## config.mk

```make
export PLATFORM = sky130hd
export DESIGN_NAME = uart_tx_ext
export DESIGN_NICKNAME = d
export VERILOG_FILES = /design/src/rtl/uart_pkg.sv /design/src/rtl/uart_sync_fifo.sv /design/src/rtl/uart_tx_ext.sv
export SDC_FILE = /design/constraint.sdc
export NUM_CORES = 1
export LEC_CHECK = 0
export CAP_MARGIN = 20
export CORE_MARGIN = 5
export CORE_UTILIZATION = 45
export DETAILED_ROUTE_END_ITERATION = 10
export PLACE_DENSITY_LB_ADDON = 0.3
export SLEW_MARGIN = 30
export SYNTH_ARGS = -nofsm -noshare
export SYNTH_HDL_FRONTEND = slang
export SYNTH_SLANG_ARGS = --single-unit
export TNS_END_PERCENT = 50
```

## constraint.sdc

```tcl
create_clock -name clk -period 2.5 [get_ports clk]
set_input_delay 0.5 -clock clk [delete_from_list [all_inputs] [get_ports clk]]
set_output_delay 0.5 -clock clk [all_outputs]
set_load 0.02 [all_outputs]
```

## src/rtl/uart_pkg.sv

```systemverilog
`timescale 1ns/1ps
`default_nettype none
// ============================================================================
// Package  : uart_pkg
// Purpose  : Shared encodings and constant helpers for the UART transmitter:
//            parity-mode encoding, transmitter FSM state encoding, and the
//            baud divisor / baud-counter width computation.
// Revision : 1.0 - initial release
// ============================================================================
package uart_pkg;

  // Line-configuration parity selector as seen on the parity_mode port.
  typedef enum logic [1:0] {
    PAR_NONE     = 2'b00,
    PAR_EVEN     = 2'b01,
    PAR_ODD      = 2'b10,
    PAR_NONE_ALT = 2'b11
  } parity_e;

  // Transmitter frame state.
  typedef enum logic [2:0] {
    IDLE   = 3'd0,
    START  = 3'd1,
    DATA   = 3'd2,
    PARITY = 3'd3,
    STOP   = 3'd4
  } state_e;

  // Clock cycles per bit period (integer division, truncating).
  function automatic int baud_div(input int clk_freq, input int baud);
    return clk_freq / baud;
  endfunction

  // Bits needed by a counter that runs 0 .. div-1 (never narrower than 1).
  function automatic int cnt_width(input int div);
    if (div <= 2) begin
      return 1;
    end
    return $clog2(div);
  endfunction

endpackage : uart_pkg
`default_nettype wire

```

## src/rtl/uart_sync_fifo.sv

```systemverilog
`timescale 1ns/1ps
`default_nettype none
// ============================================================================
// Module   : uart_sync_fifo
// Purpose  : Single-clock FIFO with first-word-fall-through read data.
//            DEPTH must be a power of two (pointers wrap naturally).
//            Push while full and pop while empty are ignored.
// Revision : 1.0 - initial release
// ============================================================================
module uart_sync_fifo
  import uart_pkg::*;
#(
  parameter int WIDTH = 8,
  parameter int DEPTH = 4
) (
  input  logic                     clk,
  input  logic                     rst,
  input  logic                     push_i,
  input  logic [WIDTH-1:0]         wdata_i,
  input  logic                     pop_i,
  output logic [WIDTH-1:0]         rdata_o,
  output logic                     full_o,
  output logic                     empty_o,
  output logic [$clog2(DEPTH):0]   level_o
);

  localparam int            AW       = $clog2(DEPTH);
  localparam logic [AW:0]   LVL_FULL = DEPTH[AW:0];
  localparam logic [AW:0]   LVL_ONE  = 1;
  localparam logic [AW-1:0] PTR_ONE  = 1;

  logic [WIDTH-1:0] mem_q [DEPTH];
  logic [AW-1:0]    wr_ptr_q;
  logic [AW-1:0]    rd_ptr_q;
  logic [AW:0]      level_q;
  logic             push_ok;
  logic             pop_ok;

  // Flags come straight from the registered level, so a pop can never
  // combinationally release a full condition.
  assign full_o  = (level_q == LVL_FULL);
  assign empty_o = (level_q == '0);
  assign push_ok = push_i && !full_o;
  assign pop_ok  = pop_i && !empty_o;
  assign rdata_o = mem_q[rd_ptr_q];
  assign level_o = level_q;

  // Storage array: written on accepted pushes only, contents need no reset.
  always_ff @(posedge clk) begin
    if (push_ok) begin
      mem_q[wr_ptr_q] <= wdata_i;
    end
  end

  // Pointer and occupancy bookkeeping; simultaneous push+pop keeps level.
  always_ff @(posedge clk) begin
    if (rst) begin
      wr_ptr_q <= '0;
      rd_ptr_q <= '0;
      level_q  <= '0;
    end else begin
      if (push_ok) begin
        wr_ptr_q <= wr_ptr_q + PTR_ONE;
      end
      if (pop_ok) begin
        rd_ptr_q <= rd_ptr_q + PTR_ONE;
      end
      case ({push_ok, pop_ok})
        2'b10:   level_q <= level_q + LVL_ONE;
        2'b01:   level_q <= level_q - LVL_ONE;
        default: level_q <= level_q;
      endcase
    end
  end

endmodule : uart_sync_fifo
`default_nettype wire

```

## src/rtl/uart_tx_ext.sv

```systemverilog
`timescale 1ns/1ps
`default_nettype none
// ============================================================================
// Module   : uart_tx_ext
// Purpose  : Buffered UART transmitter. Words enter a small FIFO and are sent
//            as start + DATA_BITS (LSB first) + optional parity + 1/2 stop
//            bits. Frames are chained with no idle gap while words remain.
// Config   : UART_TX_PARITY_EN - when defined, parity_mode 01/10 adds an
//            even/odd parity bit; when undefined parity_mode is ignored.
// Revision : 1.0 - initial release
// ============================================================================
module uart_tx_ext
  import uart_pkg::*;
#(
  parameter int CLK_FREQ   = 50_000_000,
  parameter int BAUD       = 115200,
  parameter int DATA_BITS  = 8,
  parameter int FIFO_DEPTH = 4
) (
  input  logic                          clk,
  input  logic                          rst,
  input  logic                          in_valid,
  input  logic [DATA_BITS-1:0]          in_data,
  output logic                          in_ready,
  input  logic [1:0]                    parity_mode,
  input  logic                          stop2,
  output logic                          tx,
  output logic                          busy,
  output logic                          tx_done,
  output logic [$clog2(FIFO_DEPTH):0]   fifo_level
);

  localparam int            BAUD_DIV = baud_div(CLK_FREQ, BAUD);
  localparam int            CW       = cnt_width(BAUD_DIV);
  localparam logic [CW-1:0] CNT_LAST = CW'(BAUD_DIV - 1);
  localparam logic [CW-1:0] CNT_ONE  = 1;
  localparam int            BW       = $clog2(DATA_BITS);
  localparam logic [BW-1:0] BIT_LAST = BW'(DATA_BITS - 1);
  localparam logic [BW-1:0] BIT_ONE  = 1;

  state_e                state_q;
  logic [CW-1:0]         cnt_q;
  logic [CW-1:0]         cnt_d;
  logic [DATA_BITS-1:0]  shift_q;
  logic [BW-1:0]         bit_q;
  logic                  stop2_q;
  logic                  stop_idx_q;
  logic                  tx_q;
  logic                  busy_q;
  logic                  done_q;
  logic                  bit_end;
  logic                  frame_end;

  logic                  fifo_push;
  logic                  fifo_pop;
  logic                  fifo_full;
  logic                  fifo_empty;
  logic [DATA_BITS-1:0]  fifo_rdata;

`ifdef UART_TX_PARITY_EN
  logic                  par_en_q;
  logic                  par_bit_q;
`else
  logic                  unused_parity_mode;
  assign unused_parity_mode = ^parity_mode;
`endif

  assign fifo_push = in_valid && !fifo_full;

  uart_sync_fifo #(
    .WIDTH (DATA_BITS),
    .DEPTH (FIFO_DEPTH)
  ) u_fifo (
    .clk     (clk),
    .rst     (rst),
    .push_i  (fifo_push),
    .wdata_i (in_data),
    .pop_i   (fifo_pop),
    .rdata_o (fifo_rdata),
    .full_o  (fifo_full),
    .empty_o (fifo_empty),
    .level_o (fifo_level)
  );

  // Bit-period timing and the pop decision (idle pickup or chained frame).
  always_comb begin
    bit_end   = (state_q != IDLE) && (cnt_q == CNT_LAST);
    cnt_d     = (state_q == IDLE || bit_end) ? '0 : cnt_q + CNT_ONE;
    frame_end = (state_q == STOP) && bit_end && (!stop2_q || stop_idx_q);
    fifo_pop  = !fifo_empty && ((state_q == IDLE) || frame_end);
  end

  // Frame sequencer with registered line, busy and done outputs.
  always_ff @(posedge clk) begin
    if (rst) begin
      state_q    <= IDLE;
      cnt_q      <= '0;
      shift_q    <= '0;
      bit_q      <= '0;
      stop2_q    <= 1'b0;
      stop_idx_q <= 1'b0;
      tx_q       <= 1'b1;
      busy_q     <= 1'b0;
      done_q     <= 1'b0;
`ifdef UART_TX_PARITY_EN
      par_en_q   <= 1'b0;
      par_bit_q  <= 1'b0;
`endif
    end else begin
      cnt_q  <= cnt_d;
      done_q <= 1'b0;
      case (state_q)
        IDLE: begin
          tx_q <= 1'b1;
        end
        START: begin
          if (bit_end) begin
            state_q <= DATA;
            tx_q    <= shift_q[0];
            shift_q <= shift_q >> 1;
            bit_q   <= '0;
          end
        end
        DATA: begin
          if (bit_end) begin
            if (bit_q == BIT_LAST) begin
`ifdef UART_TX_PARITY_EN
              if (par_en_q) begin
                state_q <= PARITY;
                tx_q    <= par_bit_q;
              end else begin
                state_q    <= STOP;
                tx_q       <= 1'b1;
                stop_idx_q <= 1'b0;
              end
`else
              state_q    <= STOP;
              tx_q       <= 1'b1;
              stop_idx_q <= 1'b0;
`endif
            end else begin
              bit_q   <= bit_q + BIT_ONE;
              tx_q    <= shift_q[0];
              shift_q <= shift_q >> 1;
            end
          end
        end
        PARITY: begin
          if (bit_end) begin
            state_q    <= STOP;
            tx_q       <= 1'b1;
            stop_idx_q <= 1'b0;
          end
        end
        STOP: begin
          if (frame_end) begin
            done_q  <= 1'b1;
            state_q <= IDLE;
            busy_q  <= 1'b0;
            tx_q    <= 1'b1;
          end else if (bit_end) begin
            stop_idx_q <= 1'b1;
          end
        end
        default: begin
          state_q <= IDLE;
          busy_q  <= 1'b0;
          tx_q    <= 1'b1;
        end
      endcase
      // A pop overrides the IDLE fallback above so the next start bit
      // follows the last stop bit with no gap.
      if (fifo_pop) begin
        state_q <= START;
        tx_q    <= 1'b0;
        busy_q  <= 1'b1;
        shift_q <= fifo_rdata;
        stop2_q <= stop2;
`ifdef UART_TX_PARITY_EN
        par_en_q  <= (parity_mode == PAR_EVEN) || (parity_mode == PAR_ODD);
        par_bit_q <= (^fifo_rdata) ^ (parity_mode == PAR_ODD);
`endif
      end
    end
  end

  assign tx       = tx_q;
  assign busy     = busy_q;
  assign tx_done  = done_q;
  assign in_ready = !fifo_full;

endmodule : uart_tx_ext
`default_nettype wire

```

==> impl_results.md, run 1 <==
* Outcome: complete, no violations
* RR Endpoint: u_fifo.level_o[2]$_SDFFE_PP0P_
* GR Util All Layers at 13.6%
* Global-route wire length before repair at 8940 µm
* Slew HR at between 50% and 60%
* Slew Limit Fails at 0
* EDFF count, synth at 32
* Compound-cell area share of the yosys netlist at 9.10%
* Synth area leader: edfxtp_1
* Post-synth top flop: dfxtp_1
* Worst reg2reg path depth at 12
* Sequential share of the synthesized area at 57.3%
* Place WS at roughly 0.074 ns
* Top cells by area, synth: edfxtp_1 32%, dfxtp_1 25%, mux4_2 6.1%, ha_1 3.8%, nor2_1 3.4%
* CTS tree: built
* Grt ovf at 0
* Worst hold path type: register to register
* XOR/XNOR share of the synthesized area at 3.24%
* Drt wl/cell at 15.1 µm
* Area grow syn2layout at 20.8%
* Most frequent cell after synthesis: dfxtp_1
* Post-synth net total at 271
* Post-Synthesis Cell Area at 2970 µm²
* Min cycle time layout at 2.42 ns
* Adder-cell share of the synthesized area at slightly above 5%
* Drt first pass iters at 4
* Syn Area/Cell at 12.0 µm²
* WHS Endpoint: cnt_q[0]$_SDFF_PP0_
* Iter 0 DRT Violations at 90
* Final Hold Vio Count at 0
* Simple-Gate Fraction of Synth Area at 12.4%
* Max Clock Freq at 413 MHz
* NumNets Final at between 300 and 400
* Layout cell share with drive strength beyond 1 at 20.6%
* Worst setup EP type: register
* Crit path setup slack, layout at 0.0794 ns
* Power Dens Cells at approximately 1000 nW/µm²
* Hpwl dp at 3700 µm
* Start of the worst register-to-register path: cnt_q[1]$_SDFF_PP0_
* Initial Util at 46.5%
* Vias in the first global route at 1900
* Clk sinks at between 60 and 70
* Clk root buf: clkbuf_8
* Worst-Skew Late Latency at 0.34 ns
* Residual DRC at 0
* Hold Path Stages at 1
* Setup crit start kind: register
* H-tree Lvls at 3
* Via count at 1913
* Pwr Total at 3.70 mW
* Fill count at 547
* TritonCTS buffer count at 9
* Core ar. at 6390 µm²
* Yosys cell types at 40
* Period utilization at between 90 and 100%
* Crit path DAT at 2.70 ns
* Multiplexer share of the synthesized area at 9.10%
* Post-synthesis register bit count at 69
* Largest net degree at the start of global routing at 26
* R2R Setup Slk at 0.08 ns
* Routability congestion estimate at ~0.8
* Clk pin slew, worst setup/hold paths at 0.07 ns
* Critical path class: register to register
* Post-route cell area at 3590 µm²
* Synth top area share at 32.4%
* Die area at 8320 µm²
* Antenna viol nets, final at 0
* HP Start: cnt_q[0]$_SDFF_PP0_
* Initial antenna violation count at 0
* Via density at 5.27
* Static Leak at 1.28 nW
* Cts hold-fix bufs at 0
* Synthesis warning total at 0
* Worst Tran Pin Value at a little over 0.6 ns
* Largest family of logic cells by synthesized area: simple AND/OR/NAND/NOR gates
* Max-cap violations at 0
* Clock skew at 0.00728 ns
* Data required time of the critical path at between 2 and 3 ns
* Setup-failing EPs final at 0
* Critical path peak fanout at 4
* Commonest cells post-synth: 37 x dfxtp_1, 32 x edfxtp_1, 27 x nor2_1, 17 x a21oi_1, 13 x inv_1
* IO Pins at 21
* Gate Count Post-Synth at about 250
* Num rows at 29
* CTS Buffer Depth at 2
* Setup TNS at 0 ns
* Ys async rst share at 0%
* Die X at between 90 and 100 µm
* Detailed Route WL at 5470 µm
* # diodes at 0
* PortBufs at 18
* Placed cell area at 3320 µm²
* Maximum VDD drop at roughly 0.7 mV
* Die Height at 91.2 µm
==> where the power goes <==
group,internal [mW],total [mW],switching [mW]
Clock,0.467,0.899,0.432
Combinational,0.625,1.27,0.644
Sequential,1.39,1.53,0.144
==> worst max-delay path, stage by stage, from the launching register on <==
cell and delay [ns]:
dfxtp_2 0.34, inv_2 0.06, ha_4 0.14, nand4b_4 0.12, or2_4 0.26, o21a_4 0.24
inv_4 0.06, ha_4 0.12, inv_2 0.04, fa_2 0.33, xor2_1 0.16, or3_1 0.36
a21oi_2 0.13
==> metal layers <==
| layer | up-vias | share of wire (%) | track usage, % |
|---|---|---|---|
| li1 | 966 | - | - |
| met1 | 908 | 45 | 16.2 |
| met2 | 30 | 49 | 22.8 |
| met3 | 9 | 4.2 | 5.21 |
| met4 | 0 | 1.5 | 4.28 |
| met5 | - | 0 | 0 |
==> how the worst max path moves through the flow <==
stage	slack, ns	start	to	cells after the start
after floorplan	-0.07	cnt_q[1]$_SDFF_PP0_	u_fifo.level_o[2]$_SDFFE_PP0P_	14
after global placement	0.11	u_fifo.level_o[0]$_SDFFE_PP0P_	u_fifo.level_o[2]$_SDFFE_PP0P_	10
after detailed placement	0.07	u_fifo.level_o[0]$_SDFFE_PP0P_	u_fifo.level_o[2]$_SDFFE_PP0P_	10
after CTS	0.05	u_fifo.level_o[0]$_SDFFE_PP0P_	u_fifo.level_o[2]$_SDFFE_PP0P_	10
after global routing	-0.003	cnt_q[1]$_SDFF_PP0_	u_fifo.level_o[2]$_SDFFE_PP0P_	12
final	0.08	cnt_q[1]$_SDFF_PP0_	u_fifo.level_o[2]$_SDFFE_PP0P_	12
==> area by class of cell <==
type,count,area [µm²],area share (%)
clock buffer,10,128,3.56
multi-input combinational,153,1220,33.9
timing repair buffer,34,300,8.37
tap,77,96.3,2.69
inverter,14,55.1,1.53
clock inverter,6,71.3,1.99
sequential,69,1720,48.0
==> stage by stage <==
step | util (%) | instances | hold slack, ns
final | 56.2 | 363 | 0.460
after detailed placement | 51.9 | 340 | 0.458
after global routing | 56.2 | 363 | 0.480
after global placement | 51.9 | 340 | 0.447
after CTS | 55.1 | 356 | 0.469
after floorplan | - | 247 | 0.439
==> placed cells by master, fill, tap and decap left out, drive strengths merged, types with 2 or more instances in the layout <==
master / count
inv: 15
clkinvlp: 2
clkdlybuf4s50: 18
nand4: 2
nor2b: 2
or3: 3
xnor2: 7
o21ai: 8
and3: 4
nor2: 27
ha: 9
maj3: 2
dfxtp: 37
clkinv: 2
clkbuf: 10
nand2: 12
buf: 16
o311ai: 2
nand3: 4
mux2i: 9
xor2: 4
o21a: 2
a211oi: 8
o31ai: 2
nand2b: 2
a21oi: 17
and2: 3
edfxtp: 32
mux4: 8
and4: 2
nor3: 4
or4: 2
==> state kept, by name (all words and copies together), names as in the netlist, 2 cells and up, named ones only <==
| signal | count |
|---|---|
| shift_q | 8 |
| cnt_q | 9 |
| u_fifo.level_o | 3 |
| u_fifo.wr_ptr_q | 2 |
| bit_q | 3 |
| u_fifo.mem_q | 32 |
| u_fifo.rd_ptr_q | 2 |
| state_q | 3 |
==> logic make-up after synthesis <==
family,Yosys count
multiplexers,17
buffers and inverters,25
AND/OR/NAND/NOR,70
flip-flops,69
XOR/XNOR,11
AO/OA/AOI/OAI,43
adder cells (fa/ha/maj),12
==> timing repair <==
| action | in CTS | in global routing |
|---|---|---|
| setup endpoints to repair | 0 | 1 |
| gates resized for setup | 0 | 7 |
| endpoints found under the hold margin | 0 | 0 |
| buffers inserted | 0 | 7 |
Note: power is estimated with default switching activity, not from simulation.
==> run 2: changes to the inputs <==
--- a/config.mk
+++ b/config.mk
@@ -6,7 +6,6 @@
 export NUM_CORES = 1
 export LEC_CHECK = 0
 export CAP_MARGIN = 20
-export CORE_MARGIN = 5
 export CORE_UTILIZATION = 45
 export DETAILED_ROUTE_END_ITERATION = 10
 export PLACE_DENSITY_LB_ADDON = 0.3
==> constraint.sdc (replaced) <==
create_clock -name clk -period 2 [get_ports clk]
set_input_delay 0.4 -clock clk [delete_from_list [all_inputs] [get_ports clk]]
set_output_delay 0.4 -clock clk [all_outputs]
set_load 0.02 [all_outputs]
==> run 2 against run 1 <==
The run now ends with setup timing left. Via count increased by 2.8%. Critical path type unchanged. Critical path depth decreased by 2. Die area decreased by 17%. First-iteration DRC count decreased by 30%. Worst setup slack got worse by 0.37 ns. Hold slack improved by 0.0088 ns. Power increased by 33%. Fmax increased by 5.5%. Clock power increased by 40%. Clock-buffer cell count decreased by 1.
==> impl_results.md, run 2 (synthesis gave the netlist of run 1 again) <==
* Crit path setup slack, layout at -0.295 ns
* Residual DRC at 0
* Outcome: complete, but fails checks
* Slew HR at 71.6%
* TritonCTS buffer count at 9
* Drt first pass iters at 4
* Die area at between 6000 and 7000 µm²
* Area grow syn2layout at 26.7%
* Min cycle time layout at 2.29 ns
* Failing checks: setup timing
* GR Util All Layers at 17.6%
* Grt ovf at 0
* Cell Count Post-Placement at ~370
* Worst-Skew Late Latency at around 0.35 ns
* Maximum VDD drop at about 0.73 mV
* Worst Tran Pin Value at 0.426 ns
* Global-route wire length before repair at approximately 9400 µm
* Commonest non-fill, non-tap cells in the layout: 34 x buf_4, 32 x edfxtp_1, 30 x dfxtp_1
* Worst hold path type: register to register
* Max reg flops at 32
* Critical path class: register to register
* Worst setup EP type: register
* R2R Setup Slk at -0.29 ns
* Final Hold Vio Count at 0
* Initial Util at between 40 and 50%
* Final core utilization at 59.3%
* Static Leak at around 1.4 nW
* Via count at 1967
* Most flops, register: u_fifo.mem_q
* # diodes at 0
* Period utilization at 115%
* Data required time of the critical path at 2.27 ns
* Largest net degree at the start of global routing at 20
* Num rows at 29
* Clk root buf: clkbuf_8
* Slew Limit Fails at 0
* Max-cap violations at 0
* PortBufs at 18
* Vias in the first global route at 2023
* Setup-failing EPs final at 3
* Critical path peak fanout at 2
* Layout cell share with drive strength beyond 1 at 26.6%
* Die X at 83.2 µm
* Leading cell type in the layout, fill and taps excluded: buf_4
* Detailed Route WL at 5500 µm
* Power Dens Cells at 1310 nW/µm²
* Hpwl dp at 3780 µm
* RSZ-0062 raised after global routing: yes
* Clock skew at 0.0148 ns
* Drt wl/cell at between 10 and 15 µm
* Fill count at 501
* Die Height at 83.2 µm
* CTS Buffer Depth at 2
* Max Clock Freq at roughly 440 MHz
* IO Pins at 21
* H-tree Lvls at 3
* Largest registers: u_fifo.mem_q x32, cnt_q x9, shift_q x8
* Via density at 5.15
* Clk pin slew, worst setup/hold paths at 0.08 ns
* Finished Layout Cells at 382
* Crit path DAT at 2.56 ns
* Routability congestion estimate at 0.810
* CTS tree: built
* Iter 0 DRT Violations at 63
* NumNets Final at around 320
* Setup crit start kind: register
* Initial antenna violation count at 0
* Core ar. at around 6300 µm²
* Clk sinks at ~70
* Antenna viol nets, final at 0
==> run 2: worst max-delay path, cell delays in order (launching register included) <==
cell     delay (ns)
dfxtp_4        0.35
nor3_2         0.04
or4_4          0.48
o21a_4         0.24
inv_4          0.06
ha_4           0.12
inv_2          0.03
fa_2           0.32
xor2_1         0.15
or3_1          0.30
a21oi_1        0.13
==> run 2: area by class of cell <==
type | instances | area (µm²) | share of cell area, %
inverters | 14 | 55.1 | 1.46
flip-flops and latches | 69 | 1720 | 45.6
clock inverters | 7 | 98.8 | 2.63
clock buffers | 9 | 124 | 3.29
well taps | 77 | 96.3 | 2.56
multi-input cells | 153 | 1230 | 32.6
repair buffers | 53 | 445 | 11.8
==> run 2: metrics by stage <==
step                      setup WS [ns]  instance area, µm²  power [mW]  hold slack [ns]  TNS (ns)
after detailed placement         -0.343                3500        3.63            0.457    -0.503
after CTS                        -0.320                3750        4.91            0.471    -0.541
after global routing             -0.365                3760        5.22            0.495    -0.725
after floorplan                  -0.567                3030        3.03            0.439    -0.969
final                            -0.295                3760        4.91            0.469    -0.477
after global placement           -0.306                3500        3.59            0.456    -0.437
==> run 2: repair_timing <==
| item | in CTS | in global routing |
|---|---|---|
| endpoints found under the hold margin | 0 | 0 |
| gates resized for setup | 2 | 9 |
| setup buffers | 2 | 0 |
| hold buffers | 0 | 0 |
| pin swaps | 5 | 6 |
| setup endpoints to repair | 4 | 8 |
==> run 2: final timing paths <==
check,from,end,depth (start not counted)
worst max-delay path,u_fifo.level_o[0]$_SDFFE_PP0P_,u_fifo.level_o[2]$_SDFFE_PP0P_,10
worst min-delay path,bit_q[0]$_SDFFE_PP0P_,bit_q[0]$_SDFFE_PP0P_,2
worst max register to register,u_fifo.level_o[0]$_SDFFE_PP0P_,u_fifo.level_o[2]$_SDFFE_PP0P_,10
worst min register to register,bit_q[0]$_SDFFE_PP0P_,bit_q[0]$_SDFFE_PP0P_,2
==> run 2: routing by layer <==
metal | track usage, % | routed length, µm | up-vias
li1 | - | - | 1001
met1 | 22.3 | 2640 | 925
met2 | 28.9 | 2610 | 34
met3 | 4.47 | 157 | 7
met4 | 6.58 | 89 | 0
met5 | 0 | 0 | -
==> run 2: power breakdown <==
part	total, mW	internal (mW)	switching [mW]
clock	1.26	0.708	0.554
sequential	1.85	1.73	0.121
combinational	1.79	0.911	0.883
total	4.91	3.35	1.56
